**config.mk**
```make
export PLATFORM = sky130hd
export DESIGN_NAME = keypad_scanner
export DESIGN_NICKNAME = d
export VERILOG_FILES = /design/src/rtl/keypad_pkg.sv /design/src/rtl/keypad_scanner_row_sync.sv /design/src/rtl/keypad_scanner.sv
export SDC_FILE = /design/constraint.sdc
export NUM_CORES = 1
export LEC_CHECK = 0
export ABC_AREA = 0
export BUFFER_PORTS_ARGS = -buffer_cell sky130_fd_sc_hd__buf_4
export CAP_MARGIN = 20
export CORE_UTILIZATION = 50
export DETAILED_ROUTE_END_ITERATION = 6
export PLACE_DENSITY = 0.67
export SYNTH_ARGS = -nofsm -noshare
export SYNTH_HDL_FRONTEND = slang
export SYNTH_SLANG_ARGS = --single-unit
```
**constraint.sdc**
```tcl
create_clock -name clk -period 10 [get_ports clk]
set_clock_uncertainty 0.2 [all_clocks]
set_input_delay 0.5 -clock clk [delete_from_list [all_inputs] [get_ports clk]]
set_output_delay 0.5 -clock clk [all_outputs]
set_load 0.01 [all_outputs]
```
**src/rtl/keypad_pkg.sv**
```systemverilog
// Shared constants, FSM state encoding and key-index helper for the keypad scanner.
package keypad_pkg;

  localparam int NUM_ROWS = 4;
  localparam int NUM_COLS = 4;
  localparam int KEY_W    = 16;

  typedef enum logic [0:0] {
    S_DRIVE = 1'b0,
    S_EVAL  = 1'b1
  } state_t;

  // Flat key index used by the one-hot vector: row*NUM_COLS + col.
  function automatic logic [3:0] key_index(input logic [1:0] row, input logic [1:0] col);
    key_index = 4'(int'(row) * NUM_COLS + int'(col));
  endfunction

endpackage

```
**src/rtl/keypad_scanner_row_sync.sv**
```systemverilog
// Two-flop synchronizer for the asynchronous, pulled-up matrix row returns.
module row_sync
  import keypad_pkg::*;
(
  input  logic                clk,
  input  logic                rst_n,
  input  logic [NUM_ROWS-1:0] d,
  output logic [NUM_ROWS-1:0] q
);

  logic [NUM_ROWS-1:0] meta_r;

  // Two-stage capture; idles at all-ones (no key pressed) out of reset.
  always_ff @(posedge clk) begin
    if (!rst_n) begin
      meta_r <= {NUM_ROWS{1'b1}};
      q      <= {NUM_ROWS{1'b1}};
    end else begin
      meta_r <= d;
      q      <= meta_r;
    end
  end

endmodule

```
**src/rtl/keypad_scanner.sv**
```systemverilog
// 4x4 active-low keypad scanner: column strobing, row sync, frame debounce and
// single-key decode feeding a 16-to-4 priority encoder.
module keypad_scanner
  import keypad_pkg::*;
#(
  parameter int SCAN_DIV       = 4,
  parameter int DEBOUNCE_SCANS = 3,
  parameter int DIV_W          = $clog2(SCAN_DIV)
) (
  input  logic                clk,
  input  logic                rst_n,
  input  logic [NUM_ROWS-1:0] row_in_n,
  output logic [NUM_COLS-1:0] col_drive_n,
  output logic [KEY_W-1:0]    key_onehot,
  output logic                key_valid,
  output logic                key_press,
  output logic                multi_key
);

  localparam int                 CNT_W      = $clog2(DEBOUNCE_SCANS + 1);
  localparam logic [DIV_W-1:0]   DWELL_LAST = DIV_W'(SCAN_DIV - 1);
  localparam logic [CNT_W-1:0]   STABLE_MAX = CNT_W'(DEBOUNCE_SCANS);

  state_t              state_r;
  state_t              state_s;
  logic [1:0]          col_r;
  logic [DIV_W-1:0]    dwell_r;
  logic                dwell_done_s;
  logic [NUM_COLS-1:0] drive_s;
  logic [NUM_ROWS-1:0] row_sync_s;
  logic [KEY_W-1:0]    snapshot_r;
  logic [KEY_W-1:0]    prev_r;
  logic [CNT_W-1:0]    stable_r;
  logic [CNT_W-1:0]    stable_next_s;
  logic                commit_s;
  logic [4:0]          ones_s;

  row_sync u_row_sync (
    .clk   (clk),
    .rst_n (rst_n),
    .d     (row_in_n),
    .q     (row_sync_s)
  );

  assign dwell_done_s = (state_r == S_DRIVE) && (dwell_r == DWELL_LAST);

  // FSM state register.
  always_ff @(posedge clk) begin
    if (!rst_n) begin
      state_r <= S_DRIVE;
    end else begin
      state_r <= state_s;
    end
  end

  // FSM next state: walk the four columns, then one evaluation cycle.
  always_comb begin
    state_s = state_r;
    case (state_r)
      S_DRIVE: begin
        if (dwell_done_s && (col_r == 2'd3)) begin
          state_s = S_EVAL;
        end else begin
          state_s = S_DRIVE;
        end
      end
      S_EVAL:  state_s = S_DRIVE;
      default: state_s = S_DRIVE;
    endcase
  end

  // FSM output decode: one-cold column strobe while driving, idle during evaluation.
  always_comb begin
    drive_s = 4'b1111;
    case (state_r)
      S_DRIVE: drive_s = ~(4'b0001 << col_r);
      S_EVAL:  drive_s = 4'b1111;
      default: drive_s = 4'b1111;
    endcase
  end

  // Registered column strobe so the pins never glitch.
  always_ff @(posedge clk) begin
    if (!rst_n) begin
      col_drive_n <= 4'b1111;
    end else begin
      col_drive_n <= drive_s;
    end
  end

  // Dwell counter and column pointer.
  always_ff @(posedge clk) begin
    if (!rst_n) begin
      col_r   <= 2'd0;
      dwell_r <= '0;
    end else if (state_r == S_DRIVE) begin
      if (dwell_done_s) begin
        dwell_r <= '0;
        col_r   <= col_r + 2'd1;
      end else begin
        dwell_r <= dwell_r + DIV_W'(1);
      end
    end else begin
      dwell_r <= '0;
      col_r   <= 2'd0;
    end
  end

  // Capture the settled, synchronized rows of the active column at the end of its dwell.
  always_ff @(posedge clk) begin
    if (!rst_n) begin
      snapshot_r <= '0;
    end else if (dwell_done_s) begin
      for (int r = 0; r < NUM_ROWS; r++) begin
        snapshot_r[key_index(2'(r), col_r)] <= ~row_sync_s[r];
      end
    end
  end

  // Debounce arithmetic: restart on any frame change, otherwise saturate at the target.
  always_comb begin
    stable_next_s = stable_r;
    if (snapshot_r != prev_r) begin
      stable_next_s = CNT_W'(1);
    end else if (stable_r == STABLE_MAX) begin
      stable_next_s = STABLE_MAX;
    end else begin
      stable_next_s = stable_r + CNT_W'(1);
    end
    commit_s = (state_r == S_EVAL) && (stable_next_s == STABLE_MAX);
  end

  // Number of keys down in the current snapshot.
  always_comb begin
    ones_s = 5'd0;
    for (int i = 0; i < KEY_W; i++) begin
      ones_s = ones_s + 5'(snapshot_r[i]);
    end
  end

  // Debounce state, advanced once per frame.
  always_ff @(posedge clk) begin
    if (!rst_n) begin
      stable_r <= '0;
      prev_r   <= '0;
    end else if (state_r == S_EVAL) begin
      stable_r <= stable_next_s;
      prev_r   <= snapshot_r;
    end
  end

  // Committed outputs: single key passes through, multiple keys are rejected.
  always_ff @(posedge clk) begin
    if (!rst_n) begin
      key_onehot <= '0;
      key_valid  <= 1'b0;
      key_press  <= 1'b0;
      multi_key  <= 1'b0;
    end else begin
      key_press <= 1'b0;
      if (commit_s) begin
        if (ones_s == 5'd1) begin
          key_onehot <= snapshot_r;
          key_valid  <= 1'b1;
          multi_key  <= 1'b0;
          key_press  <= (snapshot_r != key_onehot);
        end else if (ones_s == 5'd0) begin
          key_onehot <= '0;
          key_valid  <= 1'b0;
          multi_key  <= 1'b0;
        end else begin
          key_onehot <= '0;
          key_valid  <= 1'b0;
          multi_key  <= 1'b1;
        end
      end
    end
  end

endmodule

```
==> run_results.csv, run 1 <==
group,metric,value,unit
synthesis,synth.distinct_cells,31,
drt,first_iter_violations,94,
power,power,579,uW
synthesis,syn-cell-area,3270,um^2
clocking,clockRootBuffer,"clkbuf_8",
synthesis,ys.flop_type,"dfxtp_1",
sta,relSlewSlack,57.6,%
synthesis,yosysTopAreaCell,"dfxtp_1",
floorplanning,floorplan.initialDensity,51.8,%
critical_path,endpoint_kind,"register",
cells_and_area,fin_util,59.4,%
critical_path,critPathMaxFanout,8,
synthesis,synth_top_area_share,42.9,%
synthesis,synth_warnings,0,
hold_path,min_from,"row_in_n[3]",
synthesis,synth_edf_count,0,
floorplanning,rows,29,
sta,setup_viol,0,
floorplanning,io_pins,29,
place,place_hpwl,4590,um
global_routing,grt_pass1_vias,2180,
sta,grt_setup_unrepaired,"no",
sta,layout_setup_ws,5.40,ns
power,swShare,24.4,%
drt,dr.pass1.iters,4,
power,irDropWorstVdd,0.116,mV
critical_path,r2r_slack,5.40,ns
floorplanning,die_x,82.9,um
sta,period_needed,4.60,ns
cells_and_area,n_antenna_cell,0,
place,pre_cts_ws,4.59,ns
clocking,ctsResizeCount,0,
sta,clock.fmax,217,MHz
critical_path,cp_slowest_stage_delay,0.54,ns
place,placed_cells,413,
cells_and_area,syn2layout_area_growth,14.7,%
synthesis,seq_area_frac_synth,42.9,%
synthesis,syn_avg_cell_area,10.1,um^2
floorplanning,die_h,82.9,um
critical_path,critPathSlowestCell,"fa_1",
clocking,clock_path_buffers,2,
clocking,h-tree-depth,3,
drt,vias_per_cell,5.37,
sta,finalCritPeriodShare,46.0,%
sta,worstMarginPinSlew,0.636,ns
critical_path,r2r_start,"snapshot_r[5]",
drt,vias,2311,
synthesis,async_flop_share,0,%
cells_and_area,final_cells,430,
drt,drc_errors,0,
global_routing,antenna_found_initial,0,
flow_run,maxCapViolations,0,
critical_path,crit_required,10.04,ns
synthesis,yosys-top-cells-count,"dfxtp_1, nand2_1, xor2_1, mux2i_1, inv_1",
status,status,"finished clean",
global_routing,overflow,0,
clocking,cts_tree,"built",
drt,antenna_left,0,
sta,finalSetupTns,0,ns
global_routing,grt_max_degree,68,
sta,drv_slew,0,
floorplanning,core,6310,um^2
hold_path,hold_path_depth,2,
hold_path,hp-class,"in -> reg",
synthesis,synth_area_leaders,"dfxtp_1, xor2_1, mux2i_1",
power,p_per_area,154,nW/um^2
place,port_buffers,28,
clocking,clkSinkCount,70,
clocking,insertion_delay,0.34,ns
clocking,cts_hold_buf,0,
drt,post_drt_wl_per_cell,15.3,um
cells_and_area,drive_gt1_share,13.9,%
place,gp_congestion,0.849,
power,combPwrFrac,6.3,%
clocking,cts_buffers,9,
critical_path,worstSetupPathType,"reg -> reg",
critical_path,start_kind,"register",
power,p_switching,141,uW
critical_path,rr_worst_depth,14,
sta,hold_viol,0,
synthesis,syn_inst,324,
critical_path,crit_chain,"inv_1 -> fa_1 -> inv_1 -> fa_1 -> fa_1 -> inv_1 -> fa_1 -> inv_1 -> ha_1 -> fa_1 -> or3_1 -> nor3_1 -> inv_1 -> o41ai_1",
cells_and_area,fin_nets,374,
power,p_clk_share,43.9,%
clocking,clkTransAtPathRegs,0.08,ns
clocking,post_cts_buffers,0,
synthesis,yosysMostFrequentCell,"dfxtp_1",
global_routing,grt_pass1_wl,11100,um
power,intPower,438,uW
power,pwr-share-seq,49.7,%
power,p_leak,0.00187,uW
global_routing,track_usage,20.8,%
critical_path,cp_data_arrival_time,4.64,ns
floorplanning,die_area,6870,um^2
synthesis,syn-num-nets,350,
drt,wirelength,6600,um
critical_path,critPathLaunch,"snapshot_r[5]",
synthesis,synth-seq-cells,70,
[worst max-delay path, delay by kind of cell (launching register included)]
family          cells  cell delay (ns)
compound gates      1             0.27
fa+ha+maj           6             2.62
buf+inv             5             0.45
flops               1             0.43
simple gates        2             0.54
[cell usage in the layout, fill, tap and decap left out, types with 2 or more instances in the layout]
| cell | synthesis | routed |
|---|---|---|
| nand2_1 | 40 | 40 |
| nor3_1 | 2 | 2 |
| fa_1 | 10 | 10 |
| and3_1 | 2 | 2 |
| and3b_1 | 2 | 2 |
| o211a_1 | 17 | 17 |
| nor2_1 | 5 | 5 |
| nand3b_1 | 4 | 4 |
| clkinvlp_4 | 0 | 2 |
| nor4_1 | 8 | 8 |
| bufinv_16 | 0 | 2 |
| buf_4 | 1 | 30 |
| nor2b_1 | 17 | 17 |
| clkbuf_8 | 0 | 9 |
| dfxtp_1 | 70 | 70 |
| o41ai_1 | 7 | 7 |
| xor2_1 | 32 | 32 |
| ha_1 | 10 | 10 |
| mux2i_1 | 27 | 27 |
| o211ai_1 | 7 | 7 |
| inv_1 | 24 | 24 |
| a21oi_1 | 3 | 3 |
| nand2b_1 | 9 | 9 |
| and2_1 | 2 | 2 |
[sequential cells by signal (all words and copies together), names as in the netlist, 2 cells and up]
signal	count
col_drive_n	4
col_r	2
dwell_r	2
key_onehot	16
prev_r	16
snapshot_r	16
stable_r	2
u_row_sync.meta_r	4
u_row_sync.q	4
[worst paths after layout]
path                           to
max                key_onehot[12]
min          u_row_sync.meta_r[3]
max reg2reg        key_onehot[12]
min reg2reg       u_row_sync.q[2]
[stage by stage]
step / hold slack, ns / cell area [um^2]
after floorplan: 0.186 / 3270
after global placement: 0.191 / 3510
after detailed placement: 0.199 / 3520
after CTS: 0.121 / 3740
after global routing: 0.132 / 3750
final: 0.130 / 3750
[cell type report]
class | instances | area, um^2
Multi-Input combinational cell | 212 | 1710
Clock buffer | 9 | 124
Fill cell | 571 | 2560
Inverter | 24 | 90.1
Tap cell | 77 | 96.3
Sequential cell | 70 | 1400
Clock inverter | 7 | 97.6
Timing Repair Buffer | 31 | 233
[power groups by stage]
stage               sequential, uW  clock, uW  combinational, uW
global placement               295          0               35.1
finish                         288        254               36.7
CTS                            288        258               35.8
floorplan                      293          0               27.5
detailed placement             295          0               35.5
global route                   289        271               42.8
[kinds of logic (layout without fill, tap and decap cells)]
kind of cell / Yosys count / in the layout / share of synthesized area (%)
and+or+nand+nor: 96 / 96 / 15.4
DFF: 70 / 70 / 42.9
adders and majority gates: 20 / 20 / 9.95
muxes: 27 / 27 / 8.27
buffers and inverters: 42 / 71 / 4.94
AOI/OAI and AO/OA: 36 / 36 / 9.72
xor gates and xnor gates: 33 / 33 / 8.84
[per-layer routing]
metal  wire (um)  GRT usage [%]  part of all wire [%]
met1        3320           30.2                    50
met2        2920           30.1                    44
met3         277           4.08                   4.2
met4          84           8.46                   1.3
met5           0              0                     0
(Power assumes the default switching activity.)
==> run 2: changes to the inputs <==
- PLACE_DENSITY: 0.67 -> 0.69
- clock period: 10 -> 3.75 ns (I/O delays scaled with it)
==> run_results.csv, run 2 (same netlist as run 1, synthesis figures left out) <==
group,metric,value,unit
sta,hold_viol,0,
sta,relSlewSlack,56.8,%
place,placed_cells,434,
drt,vias,2358,
place,place_hpwl,4950,um
global_routing,track_usage,22.1,%
power,swShare,23.1,%
drt,drc_errors,0,
power,pwr-share-seq,46.5,%
power,intPower,1260,uW
cells_and_area,layout_commonest_cell,"dfxtp_1",
clocking,insertion_delay,0.35,ns
critical_path,start_kind,"register",
drt,first_iter_violations,146,
global_routing,grt_max_degree,68,
status,violations,"setup timing",
cells_and_area,fin_nets,401,
floorplanning,core,6310,um^2
floorplanning,io_pins,29,
power,p_switching,380,uW
global_routing,antenna_found_initial,0,
global_routing,overflow,0,
clocking,clockRootBuffer,"clkbuf_8",
cells_and_area,drive_gt1_share,23.2,%
power,p_clk_share,45.6,%
clocking,cts_buffers,9,
drt,post_drt_wl_per_cell,15.7,um
power,irDropWorstVdd,0.270,mV
drt,dr.pass1.iters,4,
sta,drv_slew,0,
global_routing,grt_pass1_wl,11700,um
floorplanning,die_area,6870,um^2
cells_and_area,layout_common_cells,"dfxtp_1, buf_4, nand2_1",
hold_path,hp-class,"in -> reg",
critical_path,endpoint_kind,"register",
clocking,h-tree-depth,3,
floorplanning,floorplan.initialDensity,51.8,%
sta,period_needed,4.49,ns
sta,whs,0.112,ns
floorplanning,die_x,82.9,um
place,port_buffers,28,
critical_path,crit_required,3.80,ns
drt,vias_per_cell,5.16,
cells_and_area,top_regs,"key_onehot (16), prev_r (16), snapshot_r (16)",
sta,layout_setup_ws,-0.739,ns
cells_and_area,multi_input_area,1780,um^2
sta,worstMarginPinSlew,0.646,ns
cells_and_area,n_antenna_cell,0,
cells_and_area,final_cells,457,
floorplanning,rows,29,
critical_path,critPathMaxFanout,2,
clocking,cts_tree,"built",
power,combPwrFrac,7.9,%
flow_run,maxCapViolations,0,
drt,antenna_left,0,
sta,clock.fmax,223,MHz
place,gp_congestion,0.796,
critical_path,worstSetupPathType,"reg -> reg",
cells_and_area,final_cell_area,4070,um^2
sta,grt_setup_unrepaired,"yes",
status,status,"complete, but fails checks",
clocking,clkSinkCount,70,
cells_and_area,syn2layout_area_growth,24.6,%
drt,wirelength,7160,um
sta,setup_viol,19,
clocking,clock_path_buffers,2,
critical_path,r2r_slack,-0.74,ns
cells_and_area,seq_area,1410,um^2
sta,finalCritPeriodShare,120,%
place,place_area,3690,um^2
clocking,clkTransAtPathRegs,0.08,ns
floorplanning,die_h,82.9,um
global_routing,grt_pass1_vias,2342,
cells_and_area,nFillCells,532,
critical_path,cp_data_arrival_time,4.54,ns
power,p_per_area,403,nW/um^2
power,p_leak,0.00206,uW
run 2: changes by cell type in the layout (fill, tap and decap cells not counted), sizes merged:
cell         previous run  this run
dlygate4sd3             0         4
clkinvlp                2         0
buf                    30        54
inv                    25        24
clkinv                  2         3
bufinv                  2         3
run 2: worst paths after layout:
check | cells after the start | endpoint | from
max | 13 | multi_key | snapshot_r[5]
max reg2reg | 13 | multi_key | snapshot_r[5]
min | 2 | u_row_sync.q[0] | rst_n
min reg2reg | 1 | u_row_sync.q[0] | u_row_sync.meta_r[0]
run 2: metrics by stage:
stage	setup TNS (ns)	total power, uW	worst slack [ns]	util (%)
6_report	-11.54	1640	-0.739	64.5
5_1_grt	-14.39	1700	-0.806	64.5
4_1_cts	-10.82	1640	-0.639	63.6
3_5_place_dp	-12.05	893	-0.726	58.4
3_3_place_gp	-9.78	890	-0.551	58.4
2_1_floorplan	-8.25	857	-0.451	-
run 2: power groups by stage:
stage / clock [uW] / combinational, uW / sequential (uW)
2_1_floorplan: 0 / 74.7 / 782
3_3_place_gp: 0 / 110 / 780
3_5_place_dp: 0 / 113 / 780
4_1_cts: 757 / 124 / 763
5_1_grt: 795 / 145 / 764
6_report: 748 / 131 / 763
run 2: cell type report:
type,instances,area share [%]
multi-input combinational,212,43.7
sequential,70,34.6
timing repair buffer,58,11.0
clock buffer,10,3.38
clock inverter,6,2.67
tap,77,2.37
inverter,24,2.33
run 2: timing repair:
action                                  CTS  global route
hold endpoints to repair                  4             0
hold buffers                              4             0
setup buffers                             1             2
endpoints found under the setup margin   19            19
gates resized for setup                   8             7
pin swaps                                 0             1
run 2: worst max-delay path: stages (launching register included):
cell     delay, ns
dfxtp_4       0.36
inv_4         0.03
fa_1          0.55
inv_2         0.05
fa_1          0.48
fa_1          0.52
inv_1         0.05
fa_1          0.47
inv_1         0.05
ha_2          0.18
fa_1          0.44
or3_4         0.36
or4_1         0.50
o211a_1       0.15
run 2: routing by layer:
metal | vias to the layer above | track usage [%] | wire length, um
met4 | 0 | 9.40 | 192
met2 | 43 | 34.1 | 3190
met1 | 1108 | 29.2 | 3500
met5 | - | 0 | 0
li1 | 1191 | - | -
met3 | 16 | 6.16 | 265
==> run 3: changes to the inputs <==
- GPL_TIMING_DRIVEN: unset -> 0
- SETUP_SLACK_MARGIN: unset -> 0.5
==> run_results.csv, run 3 (same netlist as run 1, synthesis figures left out) <==
group,metric,value,unit
sta,layout_setup_ws,-0.709,ns
place,place_hpwl,5060,um
cells_and_area,final_cells,456,
sta,clock.fmax,224,MHz
global_routing,track_usage,23.1,%
critical_path,cp_slowest_stage_delay,0.57,ns
status,status,"complete, but fails checks",
floorplanning,rows,29,
critical_path,critPathMaxFanout,5,
critical_path,start_kind,"register",
clocking,cts_tree,"built",
critical_path,endpoint_kind,"register",
cells_and_area,layout_common_cells,"dfxtp_1, nand2_1, buf_4",
cells_and_area,n_antenna_cell,0,
drt,first_iter_violations,107,
sta,period_needed,4.46,ns
critical_path,critPathSlowestCell,"fa_1",
cells_and_area,layout_commonest_cell,"dfxtp_1",
cells_and_area,top_regs,"key_onehot (16), prev_r (16), snapshot_r (16)",
place,placed_cells,429,
critical_path,cp.depth,15,
sta,setup_viol,19,
critical_path,worstSetupPathType,"reg -> reg",
critical_path,worst-path-buf-inv,5,
sta,grt_setup_unrepaired,"yes",
power,p_per_area,391,nW/um^2
status,violations,"setup timing",
sta,drv_slew,0,
floorplanning,die_x,82.9,um
global_routing,grt_pass1_vias,2426,
floorplanning,io_pins,29,
flow_run,maxCapViolations,0,
global_routing,antenna_found_initial,0,
floorplanning,floorplan.initialDensity,51.8,%
place,pre_cts_ws,-0.834,ns
sta,hold_viol,0,
cells_and_area,drive_gt1_share,21.4,%
power,p_leak,0.00199,uW
place,gp_congestion,0.883,
clocking,clkTransAtPathRegs,0.09,ns
drt,dr.pass1.iters,4,
clocking,h-tree-depth,3,
clocking,clockRootBuffer,"clkbuf_8",
clocking,clkSinkCount,70,
cells_and_area,fin_util,63.6,%
sta,finalCritPeriodShare,119,%
drt,drc_errors,0,
critical_path,crit_required,3.82,ns
sta,finalSetupTns,-12.81,ns
drt,vias_per_cell,5.33,
critical_path,crit_family,"adder cells",
critical_path,cp_data_arrival_time,4.53,ns
hold_path,hold_path_depth,3,
floorplanning,die_area,6870,um^2
clocking,clock_path_buffers,2,
critical_path,rr_worst_depth,15,
drt,wirelength,7360,um
critical_path,crit_chain,"fa_1 -> inv_2 -> fa_1 -> inv_1 -> fa_1 -> inv_2 -> fa_1 -> inv_1 -> ha_2 -> fa_1 -> or3_4 -> nor3_4 -> clkbuf_8 -> nand2_2 -> mux2i_1",
place,port_buffers,28,
hold_path,hp-class,"in -> reg",
drt,antenna_left,0,
cells_and_area,syn2layout_area_growth,22.9,%
power,irDropWorstVdd,0.302,mV
drt,vias,2431,
global_routing,grt_max_degree,15,
floorplanning,die_h,82.9,um
drt,post_drt_wl_per_cell,16.1,um
sta,relSlewSlack,51.4,%
clocking,insertion_delay,0.35,ns
critical_path,worst_path_most_repeated_cell,"fa_1",
floorplanning,core,6310,um^2
clocking,cts_buffers,9,
global_routing,grt_pass1_wl,12200,um
cells_and_area,fin_nets,400,
global_routing,overflow,0,
sta,worstMarginPinSlew,0.729,ns
-- run 3: report_power, final --
group / internal, uW / switching (uW)
combinational: 52.7 / 84.3
clock: 356 / 311
sequential: 753 / 13.4
-- run 3: metrics by stage --
stage | cell area [um^2] | power (uW) | hold slack, ns
2_1_floorplan | 3280 | 857 | 0.0890
3_3_place_gp | 3590 | 892 | 0.171
3_5_place_dp | 3590 | 894 | 0.177
4_1_cts | 3970 | 1570 | 0.0149
5_1_grt | 4020 | 1620 | 0.0135
6_report | 4020 | 1570 | 0.0289
-- run 3: layout make-up --
cell class	count	area (um^2)
clock inverters	6	72.6
flip-flops and latches	70	1420
plain buffers	18	81.3
fillers	543	2300
multi-input cells	212	1800
well taps	77	96.3
clock buffers	10	149
inverters	24	92.6
repair buffers	39	307
-- run 3: worst register-to-register path, stage by stage, from the launching register on --
cell and delay, ns:
dfxtp_4 0.37, fa_1 0.57, inv_2 0.05, fa_1 0.48, inv_1 0.05, fa_1 0.50
inv_2 0.04, fa_1 0.48, inv_1 0.04, ha_2 0.17, fa_1 0.45, or3_4 0.36
nor3_4 0.22, clkbuf_8 0.21, nand2_2 0.05, mux2i_1 0.14
-- run 3: final timing paths --
kind	from	endpoint	slack, ns
setup / recovery	snapshot_r[11]	key_onehot[1]	-0.71
setup reg to reg	snapshot_r[11]	key_onehot[1]	-0.71
hold reg to reg	u_row_sync.meta_r[3]	u_row_sync.q[3]	0.22
hold / removal	rst_n	dwell_r[0]	0.03
-- run 3: timing repair --
action / 4_1_cts / 5_1_grt
hold endpoints to repair: 4 / 0
hold buffers: 4 / 0
pin swaps: 4 / 1
cloned: 1 / 0
gates resized for setup: 23 / 8
endpoints found under the setup margin: 19 / 19
buffers inserted: 4 / 2
-- run 3: layer usage --
metal  wire [um]  vias up  global-route usage, %
met2        3360       59                   35.7
met4         130        0                   9.56
met3         341       12                   3.88
met5           0        -                      0
met1        3530     1166                   32.0
li1            -     1194                      -
